--- config.mk ---
export PLATFORM = sky130hd
export DESIGN_NAME = ssd_scan_ctrl_flat
export DESIGN_NICKNAME = d
export VERILOG_FILES = /design/src/rtl/ssd_scan_ctrl_if.sv /design/src/rtl/ssd_scan_ctrl.sv /design/src/flat_wrapper.sv
export SDC_FILE = /design/constraint.sdc
export NUM_CORES = 1
export LEC_CHECK = 0
export ABC_CLOCK_PERIOD_IN_PS = 3500
export BUFFER_PORTS_ARGS = -buffer_cell sky130_fd_sc_hd__buf_2
export CELL_PAD_IN_SITES_DETAIL_PLACEMENT = 0
export CELL_PAD_IN_SITES_GLOBAL_PLACEMENT = 1
export CORE_ASPECT_RATIO = 2
export CORE_MARGIN = 4
export CORE_UTILIZATION = 30
export DETAILED_ROUTE_END_ITERATION = 8
export PLACE_DENSITY = 0.6
export SYNTH_ARGS = -nofsm -noshare
export SYNTH_HDL_FRONTEND = slang
export SYNTH_SLANG_ARGS = --single-unit
--- constraint.sdc ---
create_clock -name clk -period 3.5 [get_ports clk]
set_input_delay 0.525 -clock clk [delete_from_list [all_inputs] [get_ports clk]]
set_output_delay 0.525 -clock clk [all_outputs]
set_load 0.01 [all_outputs]
--- src/rtl/ssd_scan_ctrl_if.sv ---
// Display-side bus for the seven-segment scan controller: control/data in, anode/segment drive out.
interface ssd_scan_ctrl_if;
   logic        enable;
   logic [15:0] value;
   logic        load;
   logic        blank_lz;
   logic [3:0]  an;
   logic [6:0]  seg;
   logic        frame_done;

   modport master (
      output enable, value, load, blank_lz,
      input  an, seg, frame_done
   );

   modport slave (
      input  enable, value, load, blank_lz,
      output an, seg, frame_done
   );
endinterface

--- src/rtl/ssd_scan_ctrl.sv ---
// Time-multiplexed 4-digit common-anode seven-segment scanner with guard time,
// frame-boundary value commit and optional leading-zero blanking.
//
// state | meaning
// DIG0  | scanning digit 0 (value[3:0], rightmost)
// DIG1  | scanning digit 1
// DIG2  | scanning digit 2
// DIG3  | scanning digit 3; terminal count here is the frame wrap
module ssd_scan_ctrl #(
   parameter int REFRESH_DIV = 100000,
   parameter int GUARD       = 2
) (
   input  logic           clk,
   input  logic           reset,
   ssd_scan_ctrl_if.slave bus
);

   localparam int PW = (REFRESH_DIV > 1) ? $clog2(REFRESH_DIV) : 1;
   localparam logic [PW-1:0] PRESC_TC = PW'(REFRESH_DIV - 1);

   typedef enum logic [1:0] {DIG0, DIG1, DIG2, DIG3} digit_e;

   digit_e        idx_q, idx_d;
   logic [PW-1:0] presc_q, presc_d;
   logic [15:0]   disp_q, disp_d;
   logic [15:0]   pend_q, pend_d;
   logic          pend_valid_q, pend_valid_d;
   logic [3:0]    an_q, an_d;
   logic [6:0]    seg_q, seg_d;
   logic          frame_done_q, frame_done_d;

   logic          tc, wrap, guard_on, digit_lz;
   logic [3:0]    nib, an_sel;

   function automatic logic [6:0] hex_to_seg(input logic [3:0] h);
      logic [6:0] s;
      case (h)
         4'h0: s = 7'b1000000;
         4'h1: s = 7'b1111001;
         4'h2: s = 7'b0100100;
         4'h3: s = 7'b0110000;
         4'h4: s = 7'b0011001;
         4'h5: s = 7'b0010010;
         4'h6: s = 7'b0000010;
         4'h7: s = 7'b1111000;
         4'h8: s = 7'b0000000;
         4'h9: s = 7'b0010000;
         4'hA: s = 7'b0001000;
         4'hB: s = 7'b0000011;
         4'hC: s = 7'b1000110;
         4'hD: s = 7'b0100001;
         4'hE: s = 7'b0000110;
         default: s = 7'b0001110;
      endcase
      return s;
   endfunction

   always_ff @(posedge clk or posedge reset) begin
      if (reset) begin
         idx_q        <= DIG0;
         presc_q      <= '0;
         disp_q       <= '0;
         pend_q       <= '0;
         pend_valid_q <= 1'b0;
         an_q         <= 4'b1111;
         seg_q        <= 7'b1111111;
         frame_done_q <= 1'b0;
      end else begin
         idx_q        <= idx_d;
         presc_q      <= presc_d;
         disp_q       <= disp_d;
         pend_q       <= pend_d;
         pend_valid_q <= pend_valid_d;
         an_q         <= an_d;
         seg_q        <= seg_d;
         frame_done_q <= frame_done_d;
      end
   end

   always_comb begin
      tc       = (presc_q == PRESC_TC);
      wrap     = bus.enable && tc && (idx_q == DIG3);
      guard_on = (32'(presc_q) < 32'(GUARD));

      presc_d = presc_q;
      idx_d   = idx_q;
      if (bus.enable) begin
         if (tc) begin
            presc_d = '0;
            case (idx_q)
               DIG0:    idx_d = DIG1;
               DIG1:    idx_d = DIG2;
               DIG2:    idx_d = DIG3;
               default: idx_d = DIG0;
            endcase
         end else begin
            presc_d = presc_q + 1'b1;
         end
      end

      // A digit is a leading zero when it and every digit to its left are zero.
      case (idx_q)
         DIG0: begin nib = disp_q[3:0];   an_sel = 4'b1110; digit_lz = 1'b0; end
         DIG1: begin nib = disp_q[7:4];   an_sel = 4'b1101; digit_lz = (disp_q[15:4] == 12'h000); end
         DIG2: begin nib = disp_q[11:8];  an_sel = 4'b1011; digit_lz = (disp_q[15:8] == 8'h00); end
         default: begin nib = disp_q[15:12]; an_sel = 4'b0111; digit_lz = (disp_q[15:12] == 4'h0); end
      endcase

      an_d         = 4'b1111;
      seg_d        = 7'b1111111;
      frame_done_d = 1'b0;
      if (bus.enable) begin
         frame_done_d = wrap;
         if (!guard_on) begin
            an_d = an_sel;
            if (!(bus.blank_lz && digit_lz)) seg_d = hex_to_seg(nib);
         end
      end

      // While dark there is no frame boundary to wait for, so loads commit at once.
      disp_d       = disp_q;
      pend_d       = pend_q;
      pend_valid_d = pend_valid_q;
      if (!bus.enable && bus.load) begin
         disp_d       = bus.value;
         pend_d       = bus.value;
         pend_valid_d = 1'b0;
      end else begin
         if (wrap && pend_valid_q) begin
            disp_d       = pend_q;
            pend_valid_d = 1'b0;
         end
         if (bus.load) begin
            pend_d       = bus.value;
            pend_valid_d = 1'b1;
         end
      end
   end

   assign bus.an         = an_q;
   assign bus.seg        = seg_q;
   assign bus.frame_done = frame_done_q;

endmodule

--- src/flat_wrapper.sv ---
// flat-port wrapper written by rule: the top's interface ports become plain ports
module ssd_scan_ctrl_flat 
#(
   parameter int REFRESH_DIV = 100000,
   parameter int GUARD       = 2
)
  (clk, reset, bus_enable, bus_value, bus_load, bus_blank_lz, bus_an, bus_seg, bus_frame_done);
  ssd_scan_ctrl_if bus_i ();
  input  logic clk;
  input  logic reset;
  input wire logic [$bits(bus_i.enable)-1:0] bus_enable;
  input wire logic [$bits(bus_i.value)-1:0] bus_value;
  input wire logic [$bits(bus_i.load)-1:0] bus_load;
  input wire logic [$bits(bus_i.blank_lz)-1:0] bus_blank_lz;
  output wire logic [$bits(bus_i.an)-1:0] bus_an;
  output wire logic [$bits(bus_i.seg)-1:0] bus_seg;
  output wire logic [$bits(bus_i.frame_done)-1:0] bus_frame_done;
  assign bus_i.enable = bus_enable;
  assign bus_i.value = bus_value;
  assign bus_i.load = bus_load;
  assign bus_i.blank_lz = bus_blank_lz;
  assign bus_an = bus_i.an;
  assign bus_seg = bus_i.seg;
  assign bus_frame_done = bus_i.frame_done;
  ssd_scan_ctrl #(.REFRESH_DIV(REFRESH_DIV), .GUARD(GUARD)) u_core (.clk(clk), .reset(reset), .bus(bus_i));
endmodule
==> summary.md <==
| Metric | Value |
|---|---|
| Final hold violations | `0` |
| Die width | `between 70 and 80 um` |
| DRT iter0 DRCs | `69` |
| Max FO, Critical Path | `7` |
| Critical path capture point type | `flop` |
| Req. time, crit path | `about 3.7 ns` |
| Arr. time, crit path | `approximately 2.7 ns` |
| Area after DPL | `roughly 3400 um2` |
| Switch share | `0.266` |
| Hold WC Path Type | `input pin to asynchronous set/reset pin` |
| Area Overhead vs Synth | `19.4%` |
| Pin count of the biggest net entering global routing | `39` |
| Core area | `10100 um2` |
| CP Launch Type | `flop` |
| Row cnt | `52` |
| Most frequent cell after synthesis | `dfrtp_1` |
| Clock Tree Buf Depth | `2` |
| Min Clock Period, post-route | `between 2 and 2.5 ns` |
| Clk pin slew, worst setup/hold paths | `~0.06 ns` |
| Crit path buf inv count | `2` |
| First-pass GRT wire length | `around 11000 um` |
| Post-synthesis cell type count | `43` |
| Final instance area | `3710 um2` |
| Skew final | `~0.011 ns` |
| EDFF count, synth | `0` |
| Post-synth top cells | `dfrtp_1 (53), nand2_1 (37), mux2i_1 (20), o21ai_0 (20), mux2_2 (18)` |
| Switching component of the power | `approximately 580 uW` |
| Vias in the first global route | `around 2400` |
| Final worst path period share | `0.714` |
| Layout cells sized above 1 | `0.261` |
| Fin worst setup slack | `roughly 1 ns` |
| Cell family with most CP delay | `adder cells` |
| Pre-CTS setup slack | `approximately 1 ns` |
| Worst path slowest cell | `dfrtp_1` |
| Worst vdd ir | `around 0.00028 V` |
| Placer congestion estimate | `approximately 0.8` |
| Leakage | `1.71 nW` |
| Comb pwr share | `0.142` |
| CTS resizes | `0` |
| Unrepaired setup endpoints after global routing | `false` |
| CTS HTree Levels | `3` |
| Drt pass-1 iters | `4` |
| Status | `finished clean` |
| CTS tree | `done` |
| Total CTS buffers | `9` |
| Yosys top cell by area | `dfrtp_1` |
| Buffers added on ports | `32` |
| Detailed Place HPWL | `roughly 5000 um` |
| Die ar. | `between 10000 and 15000 um2` |
| Max-Cap Viols | `0` |
| Layout net count | `350` |
| # DRC | `0` |
| Prevailing post-synth register cell | `dfrtp_1` |
| Initial antenna violation count | `0` |
| Total Neg Setup Slack | `0 ns` |
| Starting density of the core | `0.306` |
| Worst slew margin | `0.346` |
| Clock power share | `0.416` |
| P_int | `between 1.5 and 2 mW` |
| Total track usage | `0.122` |
| Seq cells post-synth | `64` |
| Sink Count | `64` |
| Total gr overflow | `0` |
| Sequential share of the synthesized area | `0.520` |
| Routed Antenna Nets | `0` |
| Via/cell ratio | `about 4.8` |
| Die Y | `approximately 150 um` |
| Crit path cell chain | `inv_1, ha_1, a22oi_1, nand2_1, mux2i_1, inv_1, ha_1, nor2b_1, a21oi_1, o221ai_1` |
| Max Freq | `0.400 GHz` |
| Flop pwr share | `0.442` |
| Synth Warn # | `0` |
| Pwr Density | `584 nW/um2` |
| Slowest Stage Delay on Critical Path | `~0.41 ns` |
| Overall power | `2.17 mW` |
| Ys async rst share | `1.00` |
| Clock Latency Late Sink | `approximately 0.33 ns` |
| Reg2Reg Depth | `10` |
| Setup Crit Path Kind | `flop to flop` |
| Setup Buffers After CTS | `0` |
| Worst Tran Pin Value | `0.954 ns` |
| Ranking of synthesized cells by area | `dfrtp_1 (43%), dfstp_2 (9.3%), mux2_2 (6.5%), mux2i_1 (6.4%), ha_1 (4.8%)` |
| CTS Hold Bufs | `0` |
| Detailed-route wire length | `roughly 6800 um` |
| Top cell type's share of synthesized area | `0.427` |
| Setup Viol. Count Final | `0` |
| Via count | `2190` |
| Number of top-level pins | `33` |
| Syn_nets | `~320` |
| Clock root buffer | `clkbuf_16` |
| Syn Std Cell Area | `3110 um2` |
| Cells after Synth | `roughly 280` |
| Critical Path Stages | `10` |
| Mean post-synth cell area | `11.0 um2` |
| Util after Layout | `0.366` |
| WL per Instance | `14.8 um` |
| N_diodes | `0` |
| Final max-slew violation count | `0` |
[sequential cells by signal, indices dropped and copies added, names as in the netlist]
register               cells
u_core.pend_q             16
u_core.bus.an              4
u_core.disp_q             16
u_core.presc_q            17
u_core.pend_valid_q        1
u_core.bus.seg             7
u_core.idx_q               2
u_core.bus.frame_done      1
[per-layer routing]
layer | global-route usage | vias up | share of wire
li1 | - | 1069 | -
met1 | 0.131 | 1076 | 0.39
met2 | 0.212 | 34 | 0.56
met3 | 0.0314 | 11 | 0.031
met4 | 0.0620 | 0 | 0.021
met5 | 0 | - | 0
[placed cells by master (no fill, tap or decap), types with 3 or more instances in the layout]
cell type,count
a21oi_1,7
and4_1,3
buf_2,32
clkbuf_16,9
dfrtp_1,53
dfstp_2,11
ha_1,12
inv_1,9
mux2_2,18
mux2i_1,20
nand2_1,37
nand3_1,6
nand4_1,3
nor2_1,14
nor3_1,7
nor4_1,5
o21ai_0,20
xnor2_1,6
xor2_1,8
[kinds of logic (layout without fill, tap and decap cells)]
logic type | after synthesis | in the layout | synth area share
AOI/OAI and AO/OA | 45 | 45 | 0.0910
muxes | 38 | 38 | 0.130
and+or+nand+nor | 89 | 89 | 0.146
xor gates and xnor gates | 14 | 14 | 0.0394
adders and majority gates | 12 | 12 | 0.0483
DFF | 64 | 64 | 0.520
buffers and inverters | 20 | 60 | 0.0266
[area by class of cell]
| type | instances | area (um2) |
|---|---|---|
| well taps | 135 | 169 |
| fillers | 1084 | 6440 |
| clock buffers | 13 | 260 |
| clock inverters | 3 | 40.0 |
| repair buffers | 34 | 175 |
| flip-flops and latches | 64 | 1620 |
| multi-input cells | 198 | 1410 |
| inverters | 10 | 37.5 |
[worst register-to-register path, delay by kind of cell (launching register included)]
family,cells,cell delay [ns]
buf+inv,2,0.29
compound gates,3,0.53
fa+ha+maj,2,0.56
simple gates,2,0.23
mux,1,0.39
flops,1,0.41
[per-stage QoR]
step,std cells,hold slack (ns)
finish,457,0.345
global route,457,0.415
CTS,457,0.381
detailed placement,441,0.497
global placement,441,0.479
floorplan,282,0.463
[power groups by stage]
stage	clock [mW]	sequential, mW	combinational [mW]
2_1_floorplan	0	0.953	0.216
3_3_place_gp	0	0.968	0.311
3_5_place_dp	0	0.970	0.314
4_1_cts	0.921	0.958	0.315
5_1_grt	0.960	0.972	0.354
6_report	0.901	0.957	0.308
[final timing paths]
| check | from | endpoint | slack (ns) |
|---|---|---|---|
| setup reg to reg | u_core.idx_q[0] | u_core.bus.seg[6] | 1.00 |
| max in group asynchronous | reset | u_core.bus.seg[1] | 2.24 |
| setup / recovery | u_core.idx_q[0] | u_core.bus.seg[6] | 1.00 |
| min in group clk | bus_value[13] | u_core.disp_q[13] | 0.42 |
| hold / removal | reset | u_core.presc_q[1] | 0.35 |
| hold reg to reg | u_core.presc_q[8] | u_core.presc_q[8] | 0.50 |
Note: power is estimated with default switching activity, not from simulation.
